`src/rtl/duck_pkg.sv`:
```
// Shared types and width helpers for the light-gun shot sequencer.
package duck_pkg;

  typedef enum logic [1:0] {
    VM_NORMAL = 2'd0,
    VM_BLACK  = 2'd1,
    VM_TARGET = 2'd2
  } video_mode_t;

  typedef enum logic [2:0] {
    ST_IDLE,
    ST_ARM,
    ST_BLACK,
    ST_TARGET,
    ST_RESULT,
    ST_COOLDOWN
  } shot_state_t;

  localparam int HIT_W = 8;

  // Bits needed to hold the value n (never less than one).
  function automatic int cnt_w(input int n);
    return (n < 2) ? 1 : $clog2(n + 1);
  endfunction

endpackage

```
`src/rtl/shot_sequencer_if.sv`:
```
// Frame/round control in, video mode and shot status out.
interface shot_sequencer_if import duck_pkg::*; #(
  parameter int SHOTS = 3
);
  localparam int SL_W = cnt_w(SHOTS);

  logic              frame_start;
  logic              round_start;
  video_mode_t       video_mode;
  logic              busy;
  logic              hit;
  logic              miss;
  logic [SL_W-1:0]   shots_left;
  logic [HIT_W-1:0]  hit_count;

  modport master (
    output frame_start, round_start,
    input  video_mode, busy, hit, miss, shots_left, hit_count
  );

  modport slave (
    input  frame_start, round_start,
    output video_mode, busy, hit, miss, shots_left, hit_count
  );

endinterface

```
`src/rtl/trigger_debounce.sv`:
```
// Synchronizes the raw trigger, requires it stable for DEBOUNCE_CYCLES, and
// emits a one-cycle pulse on each debounced press.
module trigger_debounce import duck_pkg::*; #(
  parameter int SYNC_STAGES     = 2,
  parameter int DEBOUNCE_CYCLES = 250000
) (
  input  logic clk,
  input  logic reset,
  input  logic raw,
  output logic pulse
);

  localparam int CW = cnt_w(DEBOUNCE_CYCLES);
  localparam logic [CW-1:0] RELOAD = CW'(DEBOUNCE_CYCLES - 1);

  logic [SYNC_STAGES-1:0] sync_q;
  logic [CW-1:0]          stab_cnt;
  logic                   level;
  logic                   synced;

  assign synced = sync_q[SYNC_STAGES-1];

  // Down-counter restarts whenever the input agrees with the accepted level.
  always_ff @(posedge clk or negedge reset) begin
    if (!reset) begin
      sync_q   <= '0;
      stab_cnt <= '0;
      level    <= 1'b0;
      pulse    <= 1'b0;
    end else begin
      sync_q <= {sync_q[SYNC_STAGES-2:0], raw};
      pulse  <= 1'b0;
      if (synced == level) begin
        stab_cnt <= RELOAD;
      end else if (stab_cnt == '0) begin
        level    <= synced;
        pulse    <= synced;
        stab_cnt <= RELOAD;
      end else begin
        stab_cnt <= stab_cnt - CW'(1);
      end
    end
  end

endmodule

```
`src/rtl/shot_sequencer.sv`:
```
// Light-gun shot protocol: black frame(s), target frame(s), then one verdict.
//   state    | meaning
//   IDLE     | waiting for an accepted trigger press
//   ARM      | shot accepted, waiting for next frame start
//   BLACK    | screen black, counting photodiode light (cheat check)
//   TARGET   | target shown, counting photodiode light
//   RESULT   | one cycle, hit or miss pulse
//   COOLDOWN | frame lockout before next trigger is accepted
module shot_sequencer import duck_pkg::*; #(
  parameter int SYNC_STAGES     = 2,
  parameter int DEBOUNCE_CYCLES = 250000,
  parameter int BLACK_FRAMES    = 1,
  parameter int TARGET_FRAMES   = 1,
  parameter int DETECT_MIN      = 64,
  parameter int COOLDOWN_FRAMES = 15,
  parameter int SHOTS           = 3
) (
  input  logic              clk,
  input  logic              reset,
  input  logic              trigger,
  input  logic              detect,
  shot_sequencer_if.slave   bus
);

  localparam int FRM_W = cnt_w((BLACK_FRAMES > TARGET_FRAMES) ? BLACK_FRAMES : TARGET_FRAMES);
  localparam int DET_W = cnt_w(DETECT_MIN);
  localparam int CD_W  = cnt_w(COOLDOWN_FRAMES);
  localparam int SL_W  = cnt_w(SHOTS);

  localparam logic [FRM_W-1:0] BLACK_LAST  = FRM_W'(BLACK_FRAMES - 1);
  localparam logic [FRM_W-1:0] TARGET_LAST = FRM_W'(TARGET_FRAMES - 1);
  localparam logic [DET_W-1:0] DET_MIN_V   = DET_W'(DETECT_MIN);
  localparam logic [CD_W-1:0]  CD_INIT     = CD_W'(COOLDOWN_FRAMES);
  localparam logic [SL_W-1:0]  SHOTS_V     = SL_W'(SHOTS);
  localparam logic [HIT_W-1:0] HIT_MAX     = '1;

  shot_state_t        state_q, state_d;
  video_mode_t        mode_q, mode_d;
  logic [FRM_W-1:0]   frm_q, frm_d;
  logic [DET_W-1:0]   det_cnt_q, det_cnt_d, det_sat;
  logic [CD_W-1:0]    cd_q, cd_d;
  logic               cheat_q, cheat_d;
  logic               seen_q, seen_d;
  logic [SL_W-1:0]    shots_q;
  logic [HIT_W-1:0]   hits_q;
  logic [SYNC_STAGES-1:0] det_sync;
  logic               det_s;
  logic               light;
  logic               trig_p;
  logic               verdict_hit;

  trigger_debounce #(
    .SYNC_STAGES     (SYNC_STAGES),
    .DEBOUNCE_CYCLES (DEBOUNCE_CYCLES)
  ) u_trig_deb (
    .clk   (clk),
    .reset (reset),
    .raw   (trigger),
    .pulse (trig_p)
  );

  assign det_s = det_sync[SYNC_STAGES-1];

  // Includes this cycle's sample so a phase-ending frame_start still counts it.
  assign det_sat = (det_cnt_q >= DET_MIN_V) ? DET_MIN_V : det_cnt_q + DET_W'(det_s);
  assign light   = (det_sat >= DET_MIN_V);

  always_comb begin
    state_d   = state_q;
    frm_d     = frm_q;
    det_cnt_d = det_cnt_q;
    cd_d      = cd_q;
    cheat_d   = cheat_q;
    seen_d    = seen_q;
    mode_d    = VM_NORMAL;
    case (state_q)
      ST_IDLE: begin
        if (trig_p && shots_q != '0) state_d = ST_ARM;
      end
      ST_ARM: begin
        if (bus.frame_start) begin
          state_d   = ST_BLACK;
          frm_d     = BLACK_LAST;
          det_cnt_d = '0;
        end
      end
      ST_BLACK: begin
        det_cnt_d = det_sat;
        if (bus.frame_start) begin
          if (frm_q == '0) begin
            cheat_d   = light;
            frm_d     = TARGET_LAST;
            det_cnt_d = '0;
            state_d   = ST_TARGET;
          end else begin
            frm_d = frm_q - FRM_W'(1);
          end
        end
      end
      ST_TARGET: begin
        det_cnt_d = det_sat;
        if (bus.frame_start) begin
          if (frm_q == '0) begin
            seen_d  = light;
            state_d = ST_RESULT;
          end else begin
            frm_d = frm_q - FRM_W'(1);
          end
        end
      end
      ST_RESULT: begin
        cd_d    = CD_INIT;
        state_d = ST_COOLDOWN;
      end
      ST_COOLDOWN: begin
        if (cd_q == '0) begin
          state_d = ST_IDLE;
        end else if (bus.frame_start) begin
          cd_d = cd_q - CD_W'(1);
          if (cd_q == CD_W'(1)) state_d = ST_IDLE;
        end
      end
      default: state_d = ST_IDLE;
    endcase
    case (state_d)
      ST_BLACK:  mode_d = VM_BLACK;
      ST_TARGET: mode_d = VM_TARGET;
      default:   mode_d = VM_NORMAL;
    endcase
  end

  always_ff @(posedge clk or negedge reset) begin
    if (!reset) begin
      state_q   <= ST_IDLE;
      mode_q    <= VM_NORMAL;
      frm_q     <= '0;
      det_cnt_q <= '0;
      cd_q      <= '0;
      cheat_q   <= 1'b0;
      seen_q    <= 1'b0;
      det_sync  <= '0;
    end else begin
      state_q   <= state_d;
      mode_q    <= mode_d;
      frm_q     <= frm_d;
      det_cnt_q <= det_cnt_d;
      cd_q      <= cd_d;
      cheat_q   <= cheat_d;
      seen_q    <= seen_d;
      det_sync  <= {det_sync[SYNC_STAGES-2:0], detect};
    end
  end

  assign verdict_hit = seen_q && !cheat_q;

  // A round reload takes priority over the decrement of an accepted shot.
  always_ff @(posedge clk or negedge reset) begin
    if (!reset) begin
      shots_q <= SHOTS_V;
      hits_q  <= '0;
    end else begin
      if (bus.round_start) begin
        shots_q <= SHOTS_V;
      end else if (state_q == ST_IDLE && trig_p && shots_q != '0) begin
        shots_q <= shots_q - SL_W'(1);
      end
      if (state_q == ST_RESULT && verdict_hit && hits_q != HIT_MAX) begin
        hits_q <= hits_q + HIT_W'(1);
      end
    end
  end

  assign bus.video_mode = mode_q;
  assign bus.busy       = (state_q != ST_IDLE);
  assign bus.hit        = (state_q == ST_RESULT) && verdict_hit;
  assign bus.miss       = (state_q == ST_RESULT) && !verdict_hit;
  assign bus.shots_left = shots_q;
  assign bus.hit_count  = hits_q;

endmodule
```
`src/flat_wrapper.sv`:
```
// flat-port wrapper written by rule: the top's interface ports become plain ports
module shot_sequencer_flat import duck_pkg::*;
#(
  parameter int SYNC_STAGES     = 2,
  parameter int DEBOUNCE_CYCLES = 250000,
  parameter int BLACK_FRAMES    = 1,
  parameter int TARGET_FRAMES   = 1,
  parameter int DETECT_MIN      = 64,
  parameter int COOLDOWN_FRAMES = 15,
  parameter int SHOTS           = 3
)
  (clk, reset, trigger, detect, bus_frame_start, bus_round_start, bus_video_mode, bus_busy, bus_hit, bus_miss, bus_shots_left, bus_hit_count);
  shot_sequencer_if #(.SHOTS(SHOTS)) bus_i ();
  input  logic clk;
  input  logic reset;
  input  logic trigger;
  input  logic detect;
  input wire logic [$bits(bus_i.frame_start)-1:0] bus_frame_start;
  input wire logic [$bits(bus_i.round_start)-1:0] bus_round_start;
  output wire logic [$bits(bus_i.video_mode)-1:0] bus_video_mode;
  output wire logic [$bits(bus_i.busy)-1:0] bus_busy;
  output wire logic [$bits(bus_i.hit)-1:0] bus_hit;
  output wire logic [$bits(bus_i.miss)-1:0] bus_miss;
  output wire logic [$bits(bus_i.shots_left)-1:0] bus_shots_left;
  output wire logic [$bits(bus_i.hit_count)-1:0] bus_hit_count;
  assign bus_i.frame_start = bus_frame_start;
  assign bus_i.round_start = bus_round_start;
  assign bus_video_mode = bus_i.video_mode;
  assign bus_busy = bus_i.busy;
  assign bus_hit = bus_i.hit;
  assign bus_miss = bus_i.miss;
  assign bus_shots_left = bus_i.shots_left;
  assign bus_hit_count = bus_i.hit_count;
  shot_sequencer #(.SYNC_STAGES(SYNC_STAGES), .DEBOUNCE_CYCLES(DEBOUNCE_CYCLES), .BLACK_FRAMES(BLACK_FRAMES), .TARGET_FRAMES(TARGET_FRAMES), .DETECT_MIN(DETECT_MIN), .COOLDOWN_FRAMES(COOLDOWN_FRAMES), .SHOTS(SHOTS)) u_core (.clk(clk), .reset(reset), .trigger(trigger), .detect(detect), .bus(bus_i));
endmodule
```
`config.mk`:
```
export PLATFORM = sky130hd
export DESIGN_NAME = shot_sequencer_flat
export DESIGN_NICKNAME = d
export VERILOG_FILES = /design/src/rtl/duck_pkg.sv /design/src/rtl/shot_sequencer_if.sv /design/src/rtl/trigger_debounce.sv /design/src/rtl/shot_sequencer.sv /design/src/flat_wrapper.sv
export SDC_FILE = /design/constraint.sdc
export NUM_CORES = 1
export LEC_CHECK = 0
export BUFFER_PORTS_ARGS = -buffer_cell sky130_fd_sc_hd__buf_2
export CAP_MARGIN = 20
export CORE_MARGIN = 3
export CORE_UTILIZATION = 49
export DETAILED_ROUTE_END_ITERATION = 10
export PLACE_DENSITY = 0.65
export SLEW_MARGIN = 20
export SYNTH_ARGS = -nofsm -noshare
export SYNTH_HDL_FRONTEND = slang
export SYNTH_HIERARCHICAL = 1
export SYNTH_SLANG_ARGS = --single-unit
```
`constraint.sdc`:
```
create_clock -name clk -period 2.73 [get_ports clk]
set_clock_uncertainty 0.1 [all_clocks]
set_input_delay 0.1365 -clock clk [delete_from_list [all_inputs] [get_ports clk]]
set_output_delay 0.1365 -clock clk [all_outputs]
set_load 0.02 [all_outputs]
```
==> results of run 1 <==
metrics by stage:
stage                     std cells  area, um^2  hold slack [ns]
after floorplan                 249        2580           -0.259
after CTS                       345        2910            0.124
final                           345        2910            0.129
after global routing            345        2910            0.168
after detailed placement        333        2760           0.0164
after global placement          333        2760           0.0152
metal layers:
layer,wire length [um],global-route usage [%],vias up
met5,0,0,-
met4,39,4.20,0
li1,-,-,938
met1,2220,23.2,899
met2,2030,26.0,26
met3,163,4.36,4
cells by family (layout without fill, tap and decap cells):
group                      after synthesis  after routing  share of synthesized area (%)
AOI/OAI and AO/OA                       34             34                           8.81
xor gates and xnor gates                16             16                           5.42
adders and majority gates                7              7                           3.39
buffers and inverters                   14             43                           2.47
DFF                                     52             52                           50.5
muxes                                    7              7                           3.20
and+or+nand+nor                        119            119                           26.2
what timing repair did:
item,4_1_cts,5_1_grt
buffers inserted,0,0
hold endpoints to repair,23,0
endpoints found under the setup margin,0,0
hold buffers,4,0
path summary, 6_finish.rpt:
path	cells past startpoint	start	to	slack, ns
setup / recovery	4	u_core/u_trig_deb/stab_cnt[8]	u_core/u_trig_deb/level	0.61
hold / removal	3	bus_frame_start	u_core/bus.video_mode[1]	0.13
setup reg to reg	4	u_core/u_trig_deb/stab_cnt[8]	u_core/u_trig_deb/level	0.61
hold reg to reg	0	u_core/det_sync[0]	u_core/det_sync[1]	0.26
max in group asynchronous	3	reset	u_core/bus.shots_left[1]	1.51
min in group asynchronous	2	reset	u_core/cd_q[1]	0.20
power groups by stage:
| stage | combinational (uW) | clock, uW | sequential, uW |
|---|---|---|---|
| floorplan | 342 | 0 | 945 |
| global placement | 426 | 0 | 968 |
| detailed placement | 430 | 0 | 970 |
| CTS | 436 | 535 | 955 |
| global route | 496 | 564 | 969 |
| finish | 433 | 514 | 954 |
critical path: stages (launching register included):
cell	delay, ns
dfrtp_1	0.41
nor4_2	0.50
nand4_4	0.18
or4_4	0.52
mux2_4	0.30
flip-flops by register name (all words and copies together), names as in the netlist:
name,cells
u_core/bus.video_mode,2
u_core/u_trig_deb/sync_q,2
u_core/state_q,3
u_core/det_cnt_q,7
u_core/bus.hit_count,8
u_core/seen_q,1
u_core/bus.shots_left,2
u_core/u_trig_deb/pulse,1
u_core/u_trig_deb/level,1
u_core/u_trig_deb/stab_cnt,18
u_core/det_sync,2
u_core/cheat_q,1
u_core/cd_q,4
cells in the mapped netlist (4+ instances only):
| cell type | count |
|---|---|
| xor2_1 | 11 |
| a21oi_1 | 10 |
| o21ai_0 | 8 |
| or2_2 | 4 |
| xnor2_1 | 5 |
| dfrtp_1 | 50 |
| nand4_1 | 9 |
| nand2b_1 | 6 |
| mux2_2 | 6 |
| nand3b_1 | 4 |
| nor2_1 | 25 |
| or3_1 | 4 |
| clkbuf_1 | 5 |
| a22o_1 | 4 |
| nand3_1 | 12 |
| nand2_1 | 27 |
| ha_1 | 7 |
| inv_1 | 7 |
| nor3_1 | 7 |
final cells by class:
type / count / share of cell area (%)
clock buffer: 6 / 2.50
clock inverter: 2 / 1.20
inverter: 7 / 0.904
multi-input combinational: 183 / 41.8
sequential: 52 / 44.8
tap: 67 / 2.88
timing repair buffer: 28 / 5.85
==> results by group, run 1 <==
Detailed routing
  • Drt via density: between 5 and 6
  • Iteration-0 DRC Markers: between 100 and 150
  • Routed wire length: approximately 4.5 mm
  • Via count: 1,867
  • DRC viols: 0
  • Routed len/inst: 12.9 um
  • Remaining antenna violation count: 0
  • Drt pass-1 iters: 4

Yosys
  • Synth top area share: 48.4%
  • Gate count of the mapped netlist: roughly 250
  • EDFF count, synth: 0
  • Seq/Total Area, Yosys: approximately half
  • Netlist Area Pre-Place: 2580 um^2
  • Average cell area after synthesis: 10.4 um^2
  • Area contributors post-synth: dfrtp_1 48%, nand2_1 3.9%, xor2_1 3.7%
  • Yosys warning total: 6
  • Syn nets: approximately 260
  • Top_reg_cell synth: dfrtp_1
  • Area leader, netlist: dfrtp_1
  • Number of synthesized register bits: 52
  • Post-synth cell types: 49
  • Synth async-reset ratio: 100%

Finish
  • Final net count: 290
  • Synth-to-Final Area Change: 12.5%
  • Commonest non-fill, non-tap cell in the layout: dfrtp_1
  • Layout cells sized above 1: between 10% and 20%
  • Fillcell total: roughly 430
  • Sequential cell area: 1300 um^2
  • Area taken by multi-input logic gates: 1220 um^2
  • Antenna Cells: 0
  • Final core occ: 59.2%
  • Most frequent cells in the layout: 50 x dfrtp_1, 27 x nand2_1, 25 x nor2_1, 20 x buf_2, 12 x nand3_1

Power and ir drop
  • Sw Pwr: 586 uW
  • Combinational power share: 22.8%
  • Overall power: 1900 uW
  • Power Density: 654 nW/um^2
  • P_leak: 0.00128 uW
  • Worst vdd ir: about 0.36 mV
  • Sequential share of power: 50.2%
  • Switching Share: a little under a third
  • Total internal power: 1320 uW
  • Clock power share: 27.1%

Placed design
  • Number of port buffers: 20
  • RD Place Congestion: 0.719
  • Setup WS pre-CTS: 0.593 ns
  • DP Wirelength: 3.13 mm

Global routing
  • GRT overflow: 0
  • Initial antenna violation count: 0
  • Largest net degree at the start of global routing: 34
  • First-pass GRT wire length: 8.28 mm
  • Number of global-route vias before repair: 1,808
  • GRT Util Overall: 16.7%

STA
  • Worst setup margin: 0.606 ns
  • Tmin final: roughly 2.1 ns
  • Worst slew pin tran: about 0.53 ns
  • RSZ-0062 raised after global routing: no
  • Fmax: 471 MHz
  • Slew margin rel.: approximately 65%
  • TNS Setup: 0 ns
  • Fin crit share: 77.8%
  • Hold Violations, Final: 0
  • Endpoints failing setup: 0
  • Pins Over Slew Limit: 0

Floorplan
  • Starting Density: 52.6%
  • Die W: 78.6 um
  • Die height: 78.6 um
  • Ports: 21
  • # rows: 25
  • Core area: ~4900 um^2
  • Die area: between 6000 and 7000 um^2

CTS
  • Clock Tree Root: clkbuf_8
  • Worst skew pair latency: 0.30 ns
  • CTS tree: done
  • CTS Buf Count: 5
  • Cts repair resizes: 0
  • Clock Pin Slew Worst Setup and Hold Paths: 0.09 ns
  • # H-tree levels: 2
  • Bufs on Longest Clock Path: 2
  • Clock sinks: 52

Flow run
  • Max-cap violations: 0

Worst setup path
  • Critical path endpoint category: flop
  • Critical path required time: ~2.8 ns
  • Setup CP Type: reg2reg
  • Worst EP arrival: 2.22 ns
  • Critical path startpoint category: flop
  • Worst-path fanout max: 4

Status
  • Status: completed

Hold path
  • Hold crit path type: in2reg
Note: power is estimated with default switching activity, not from simulation.
==> run 2, diff against run 1 <==
--- a/config.mk
+++ b/config.mk
@@ -5,6 +5,7 @@
 export SDC_FILE = /design/constraint.sdc
 export NUM_CORES = 1
 export LEC_CHECK = 0
+export ABC_AREA = 1
 export BUFFER_PORTS_ARGS = -buffer_cell sky130_fd_sc_hd__buf_2
 export CAP_MARGIN = 20
 export CORE_MARGIN = 3
==> constraint.sdc (replaced) <==
create_clock -name clk -period 2.2 [get_ports clk]
set_clock_uncertainty 0.1 [all_clocks]
set_input_delay 0.11 -clock clk [delete_from_list [all_inputs] [get_ports clk]]
set_output_delay 0.11 -clock clk [all_outputs]
set_load 0.02 [all_outputs]
==> run 2 against run 1 <==
Sequential power rose by 1%. Synthesized cell count rose by 40%. Register-to-register slack got worse by 0.13 ns. Via count rose by 21%. Critical path type unchanged. Flip-flop and latch count did not move. Setup slack got worse by 0.13 ns. Non-clock buffer count fell by 2. Power fell by 12%. Die area rose by 8.2%.
==> results by group, run 2 <==
Status
  • Status: completed (unchanged)

Floorplan
  • Die W: 81.8 um (was 78.6 um)
  • # rows: 26 (was 25)
  • Core area: 5340 um^2 (was 4910 um^2)
  • Starting Density: 52.7% (was 52.6%)
  • Ports: 21 (unchanged)
  • Die height: 81.8 um (was 78.6 um)
  • Die area: 6690 um^2 (was 6180 um^2)

Yosys
  • Compound-gate portion of the synthesized area: 4.85% (was 8.81%)
  • Area leader, netlist: dfrtp_1 (unchanged)
  • Netlist Area Pre-Place: 2810 um^2 (was 2580 um^2)
  • Area share of fa/ha/maj cells after synthesis: 3.11% (was 3.39%)
  • Seq/Total Area, Yosys: 46.3% (was 50.5%)
  • Number of synthesized register bits: 52 (unchanged)
  • Synth async-reset ratio: 100% (unchanged)
  • Top_reg_cell synth: dfrtp_1 (unchanged)
  • Post-synth cell types: 35 (was 49)
  • Syn nets: 362 (was 262)
  • Post-synthesis xor/xnor area fraction: 3.11% (was 5.42%)
  • Post-synthesis mux area share: 0% (was 3.20%)
  • Area contributors post-synth: dfrtp_1 44%, nand2_1 12%, nand3_1 6.8% (was dfrtp_1 48%, nand2_1 3.9%, xor2_1 3.7%)
  • Simple-gate area share of the yosys netlist: 36.0% (was 26.2%)
  • Yosys warning total: 6 (unchanged)
  • EDFF count, synth: 0 (unchanged)
  • Synth top area share: 44.5% (was 48.4%)
  • Most numerous cell in the Yosys netlist: nand2_1 (was dfrtp_1)
  • Largest family of logic cells by synthesized area: simple AND/OR/NAND/NOR gates (unchanged)
  • Gate count of the mapped netlist: 349 (was 249)
  • Average cell area after synthesis: 8.06 um^2 (was 10.4 um^2)
  • Top cell types by occurrence after synthesis: 91 x nand2_1, 50 x dfrtp_1, 43 x nor2_1 (was 50 x dfrtp_1, 27 x nand2_1, 25 x nor2_1)

Global routing
  • First-pass GRT wire length: 9.69 mm (was 8.28 mm)
  • GRT Util Overall: 18.3% (was 16.7%)
  • GRT overflow: 0 (unchanged)
  • Number of global-route vias before repair: 2,163 (was 1,808)
  • Largest net degree at the start of global routing: 29 (was 34)
  • Initial antenna violation count: 0 (unchanged)

Finish
  • Most frequent cells in the layout: 91 x nand2_1, 50 x dfrtp_1, 43 x nor2_1, 41 x inv_1, 38 x nand3_1 (was 50 x dfrtp_1, 27 x nand2_1, 25 x nor2_1, 20 x buf_2, 12 x nand3_1)
  • Commonest non-fill, non-tap cell in the layout: nand2_1 (was dfrtp_1)
  • Max FFs per register: 18 (unchanged)
  • Synth-to-Final Area Change: 12.4% (was 12.5%)
  • Layout cells sized above 1: 15.5% (was 19.4%)
  • Antenna Cells: 0 (unchanged)
  • Final net count: 393 (was 290)
  • Biggest register: u_core/u_trig_deb/stab_cnt (unchanged)

CTS
  • Worst skew pair latency: 0.29 ns (was 0.30 ns)
  • Clock sinks: 52 (unchanged)
  • CTS tree: done (unchanged)
  • Cts repair resizes: 0 (unchanged)
  • Bufs on Longest Clock Path: 2 (unchanged)
  • Clock Pin Slew Worst Setup and Hold Paths: 0.09 ns (about the same)
  • CTS Buf Count: 5 (unchanged)
  • Clock Tree Root: clkbuf_8 (unchanged)
  • # H-tree levels: 2 (unchanged)

Placed design
  • RD Place Congestion: 0.870 (was 0.719)
  • DP Wirelength: 3.91 mm (was 3.13 mm)
  • Number of port buffers: 20 (unchanged)

Worst setup path
  • Setup CP Type: reg2reg (unchanged)
  • Reg2reg setup slack: 0.47 ns (was 0.61 ns)
  • Critical path endpoint category: flop (unchanged)
  • Worst EP arrival: 1.81 ns (was 2.22 ns)
  • R2R cell count: 7 (was 4)
  • RR Endpoint: u_core/u_trig_deb/level (unchanged)
  • Critical path startpoint category: flop (unchanged)
  • Reg-to-reg startpoint: u_core/u_trig_deb/stab_cnt[0] (was u_core/u_trig_deb/stab_cnt[8])
  • Worst-path fanout max: 15 (was 4)
  • Critical path required time: 2.29 ns (was 2.82 ns)

Hold path
  • HP Start: bus_frame_start (unchanged)
  • Hold crit path type: in2reg (unchanged)
  • Hold Path End: u_core/det_cnt_q[0] (was u_core/bus.video_mode[1])
  • Hold path cells: 4 (was 3)

Detailed routing
  • Iteration-0 DRC Markers: 111 (was 145)
  • Drt via density: 5.01 (was 5.41)
  • Remaining antenna violation count: 0 (unchanged)
  • Routed len/inst: 12.0 um (was 12.9 um)
  • Routed wire length: 5.40 mm (was 4.45 mm)
  • Via count: 2,258 (was 1,867)
  • DRC viols: 0 (unchanged)
  • Drt pass-1 iters: 4 (unchanged)

STA
  • Pins Over Slew Limit: 0 (unchanged)
  • Fin Hold WS: 0.0873 ns (was 0.129 ns)
  • Slew margin rel.: 60.8% (was 64.5%)
  • Hold Violations, Final: 0 (unchanged)
  • TNS Setup: 0 ns (unchanged)
  • Fin crit share: 78.4% (was 77.8%)
  • RSZ-0062 raised after global routing: no (unchanged)
  • Worst slew pin tran: 0.588 ns (was 0.530 ns)
  • Tmin final: 1.73 ns (was 2.12 ns)
  • Fmax: 580 MHz (was 471 MHz)
  • Endpoints failing setup: 0 (unchanged)

Power and ir drop
  • Power Density: 527 nW/um^2 (was 654 nW/um^2)
  • P_leak: 0.00164 uW (was 0.00128 uW)
  • Worst vdd ir: 0.357 mV (about the same)

Flow run
  • Max-cap violations: 0 (unchanged)
## run 2: cell count changes after synthesis, moves of 5 or more
cell      delta
nand2_2      +5
inv_1       +34
a21oi_1      -5
nor2_1      +18
nand2b_1     -6
nand3_1     +26
nand2_1     +64
mux2_2       -6
xor2_1       -6
## run 2: per-stage QoR
step | cells | setup WS, ns | power [uW] | util, % | instance area, um^2
finish | 451 | 0.475 | 1670 | 59.3 | 3160
global route | 451 | 0.295 | 1740 | 59.3 | 3160
CTS | 451 | 0.481 | 1700 | 59.3 | 3160
detailed placement | 439 | 0.489 | 1040 | 56.5 | 3010
global placement | 439 | 0.551 | 1040 | 56.5 | 3010
floorplan | 349 | 0.699 | 1000 | - | 2810
## run 2: kinds of logic after synthesis
kind of cell             Yosys count
AND/OR/NAND/NOR                  212
flip-flops                        52
buffers and inverters             46
AO/OA/AOI/OAI                     22
XOR/XNOR                          10
adder cells (fa/ha/maj)            7
## run 2: how the worst max path moves through the flow
| stage | endpoint | slack [ns] | depth (start not counted) | from |
|---|---|---|---|---|
| after CTS | u_core/u_trig_deb/level | 0.48 | 7 | u_core/u_trig_deb/stab_cnt[0] |
| after detailed placement | u_core/u_trig_deb/level | 0.49 | 7 | u_core/u_trig_deb/stab_cnt[0] |
| after global placement | u_core/u_trig_deb/level | 0.55 | 7 | u_core/u_trig_deb/stab_cnt[0] |
| after global routing | u_core/u_trig_deb/level | 0.30 | 7 | u_core/u_trig_deb/stab_cnt[0] |
| after floorplan | u_core/u_trig_deb/stab_cnt[13] | 0.70 | 8 | u_core/u_trig_deb/stab_cnt[0] |
| final | u_core/u_trig_deb/level | 0.47 | 7 | u_core/u_trig_deb/stab_cnt[0] |
## run 2: final cells by class
class / count / area (um^2)
clock inverters: 2 / 35.0
multi-input cells: 251 / 1330
repair buffers: 26 / 168
clock buffers: 6 / 72.6
inverters: 44 / 170
flip-flops and latches: 52 / 1300
fillers: 498 / 2170
well taps: 70 / 87.6
## run 2: power breakdown
part | internal (uW) | switching [uW]
registers | 963 | 4.66
logic | 18.4 | 36.5
clock network | 338 | 305
## run 2: routing by layer
metal | wire, um | share of wire (%) | GRT usage (%)
met5 | 0 | 0 | 0
met4 | 27 | 0.50 | 3.82
met3 | 189 | 3.5 | 3.51
met2 | 2620 | 49 | 31.0
met1 | 2560 | 47 | 24.5
## run 2: what timing repair did
| action | in CTS | in global routing |
|---|---|---|
| buffers inserted | 0 | 0 |
| hold endpoints to repair | 26 | 0 |
| setup endpoints to repair | 0 | 0 |
| hold buffers | 4 | 0 |
## run 2: worst max-delay path, cell delays in order, from the launching register on
cell     delay (ns)
dfrtp_1        0.39
inv_1          0.11
ha_1           0.21
nand2_2        0.11
nor2_4         0.20
nand3_4        0.21
o21ai_0        0.20
nand2_1        0.07
==> run 3, diff against run 2 <==
==> constraint.sdc (replaced) <==
create_clock -name clk -period 1.6 [get_ports clk]
set_clock_uncertainty 0.1 [all_clocks]
set_input_delay 0.08 -clock clk [delete_from_list [all_inputs] [get_ports clk]]
set_output_delay 0.08 -clock clk [all_outputs]
set_load 0.02 [all_outputs]
==> run 3 against run 2 <==
Clock power increased by 12%. Die area is the same. Critical path depth increased by 1. Worst hold slack got worse by 0.033 ns. Count of clock-buffer cells in the layout is the same. Combinational power increased by 53%. Setup slack worse by 0.40 ns. Power is 28% higher. Sequential share of layout area shrank 1.3 points. Flip-flop and latch count stayed put. First-iteration DRC count is 31% lower. Critical path type unchanged. Critical endpoint is now u_core/u_trig_deb/stab_cnt[10]. Largest power group unchanged.
==> results by group, run 3 (synthesis results as in run 2) <==
Placed design
  • DP Wirelength: 3.94 mm (was 3.91 mm)
  • RD Place Congestion: 0.800 (was 0.870)
  • Post-DP Area: 3070 um^2 (was 3010 um^2)
  • Number of port buffers: 20 (unchanged)

Floorplan
  • Ports: 21 (unchanged)
  • Core area: 5340 um^2 (unchanged)
  • Die area: 6690 um^2 (unchanged)
  • Die W: 81.8 um (unchanged)
  • Starting Density: 52.7% (unchanged)
  • # rows: 26 (unchanged)
  • Die height: 81.8 um (unchanged)

Detailed routing
  • Drt via density: 5.04 (was 5.01)
  • Drt pass-1 iters: 4 (unchanged)
  • Via count: 2,327 (was 2,258)
  • DRC viols: 0 (unchanged)
  • Routed len/inst: 11.7 um (was 12.0 um)
  • Remaining antenna violation count: 0 (unchanged)
  • Iteration-0 DRC Markers: 77 (was 111)
  • Routed wire length: 5.40 mm (about the same)

STA
  • Fin crit share: 95.4% (was 78.4%)
  • Tmin final: 1.53 ns (was 1.73 ns)
  • Fmax: 655 MHz (was 580 MHz)
  • Slew margin rel.: 69.9% (was 60.8%)
  • Endpoints failing setup: 0 (unchanged)
  • Fin Hold WS: 0.0547 ns (was 0.0873 ns)
  • Hold Violations, Final: 0 (unchanged)
  • Worst slew pin tran: 0.452 ns (was 0.588 ns)
  • Pins Over Slew Limit: 0 (unchanged)

Finish
  • Antenna Cells: 0 (unchanged)
  • Synth-to-Final Area Change: 16.1% (was 12.4%)
  • Layout cells sized above 1: 19.4% (was 15.5%)
  • Most frequent cells in the layout: 91 x nand2_1, 49 x dfrtp_1, 41 x inv_1, 41 x nor2_1, 37 x nand3_1 (was 91 x nand2_1, 50 x dfrtp_1, 43 x nor2_1, 41 x inv_1, 38 x nand3_1)
  • Fillcell total: 491 (was 498)
  • Final instance area: 3270 um^2 (was 3160 um^2)
  • Final net count: 404 (was 393)
  • Commonest non-fill, non-tap cell in the layout: nand2_1 (unchanged)
  • Biggest register: u_core/u_trig_deb/stab_cnt (unchanged)
  • Max FFs per register: 18 (unchanged)

Worst setup path
  • Worst EP arrival: 1.62 ns (was 1.81 ns)
  • RR Endpoint: u_core/u_trig_deb/stab_cnt[10] (was u_core/u_trig_deb/level)
  • Critical path required time: 1.69 ns (was 2.29 ns)
  • Worst-path fanout max: 6 (was 15)
  • Reg-to-reg startpoint: u_core/u_trig_deb/stab_cnt[0] (unchanged)
  • Slowest stage delay, CP: 0.38 ns (was 0.39 ns)
  • Slowest-stage cell, CP: dfrtp_1 (unchanged)
  • Setup CP Type: reg2reg (unchanged)
  • Reg2reg setup slack: 0.07 ns (was 0.47 ns)
  • Worst Setup SP: u_core/u_trig_deb/stab_cnt[0] (unchanged)
  • R2R cell count: 8 (was 7)
  • Critical path startpoint category: flop (unchanged)
  • CP Cell Sequence: inv_1, ha_2, nand2_4, nor2_4, nand3_4, buf_4, nand3_2, nor2_1 (was inv_1, ha_1, nand2_2, nor2_4, nand3_4, o21ai_0, nand2_1)
  • Critical path endpoint category: flop (unchanged)

CTS
  • Clock Tree Root: clkbuf_8 (unchanged)
  • Worst skew pair latency: 0.30 ns (was 0.29 ns)
  • Bufs on Longest Clock Path: 2 (unchanged)
  • CTS tree: done (unchanged)
  • Clock Pin Slew Worst Setup and Hold Paths: 0.10 ns (was 0.09 ns)
  • Clock sinks: 52 (unchanged)
  • CTS Buf Count: 5 (unchanged)
  • # H-tree levels: 2 (unchanged)

Power and ir drop
  • Power Density: 654 nW/um^2 (was 527 nW/um^2)
  • P_leak: 0.00169 uW (was 0.00164 uW)
  • Overall power: 2140 uW (was 1670 uW)
  • Worst vdd ir: 0.689 mV (was 0.357 mV)

Global routing
  • Initial antenna violation count: 0 (unchanged)
  • Largest net degree at the start of global routing: 25 (was 29)
  • Number of global-route vias before repair: 2,171 (was 2,163)
  • GRT Util Overall: 17.3% (was 18.3%)
  • First-pass GRT wire length: 9.17 mm (was 9.69 mm)
  • GRT overflow: 0 (unchanged)

Hold path
  • Hold path cells: 4 (unchanged)
  • Hold Path End: u_core/det_cnt_q[0] (unchanged)
  • Hold crit path type: in2reg (unchanged)
  • HP Start: bus_frame_start (unchanged)

Status
  • Status: completed (unchanged)

Flow run
  • Max-cap violations: 0 (unchanged)
run 3: cell count changes in the layout (fill, tap and decap cells not counted), moves of 2 or more:
cell / previous run / this run
buf_4: 1 / 10
nor2_1: 43 / 41
o21ai_1: 0 / 2
nand2_4: 4 / 6
nor2_4: 4 / 6
nand3_2: 2 / 4
nand2_2: 5 / 3
o21ai_0: 11 / 9
run 3: where the power goes:
group / switching (uW) / internal (uW)
Clock: 416 / 307
Combinational: 52.4 / 31.6
Sequential: 6.78 / 1320
run 3: per-stage QoR:
stage	instances	util [%]	TNS [ns]	setup slack (ns)
final	462	61.3	0	0.0734
after global routing	462	61.3	-0.150	-0.0297
after CTS	459	60.0	0	0.00448
after detailed placement	447	57.6	0	0.0227
after global placement	447	57.6	0	0.0704
after floorplan	349	-	0	0.0990
run 3: layer usage:
metal  GRT usage (%)  share of wire, %  vias to the layer above
met5               0                 0                        -
met4            4.15              0.96                        0
met3            3.84               3.4                        7
met2            30.2                49                       36
met1            21.8                46                     1090
li1                -                 -                     1194
run 3: area by class of cell:
| type | count | area, um^2 | area share (%) |
|---|---|---|---|
| Multi-Input combinational cell | 252 | 1370 | 42.0 |
| Sequential cell | 52 | 1310 | 39.9 |
| Timing Repair Buffer | 36 | 246 | 7.54 |
| Inverter | 44 | 173 | 5.28 |
| Tap cell | 70 | 87.6 | 2.68 |
| Clock buffer | 6 | 72.6 | 2.22 |
| Clock inverter | 2 | 12.5 | 0.383 |
run 3: how the worst max path moves through the flow:
stage,endpoint,slack [ns]
2_1_floorplan,u_core/u_trig_deb/stab_cnt[13],0.1
3_3_place_gp,u_core/u_trig_deb/level,0.07
3_5_place_dp,u_core/u_trig_deb/level,0.02
4_1_cts,u_core/u_trig_deb/level,0.004
5_1_grt,u_core/u_trig_deb/stab_cnt[16],-0.03
6_report,u_core/u_trig_deb/stab_cnt[10],0.07
run 3: worst max-delay path, delay by kind of cell (launching register included):
kind | cells | cell delay (ns)
flip-flops | 1 | 0.38
adder cells (fa/ha/maj) | 1 | 0.22
buffers and inverters | 2 | 0.24
AND/OR/NAND/NOR | 5 | 0.45
run 3: timing repair:
item / CTS / global route
gates resized for setup: 0 / 14
buffers inserted: 0 / 2
endpoints found under the setup margin: 0 / 19
endpoints found under the hold margin: 43 / 0
hold buffers: 4 / 0
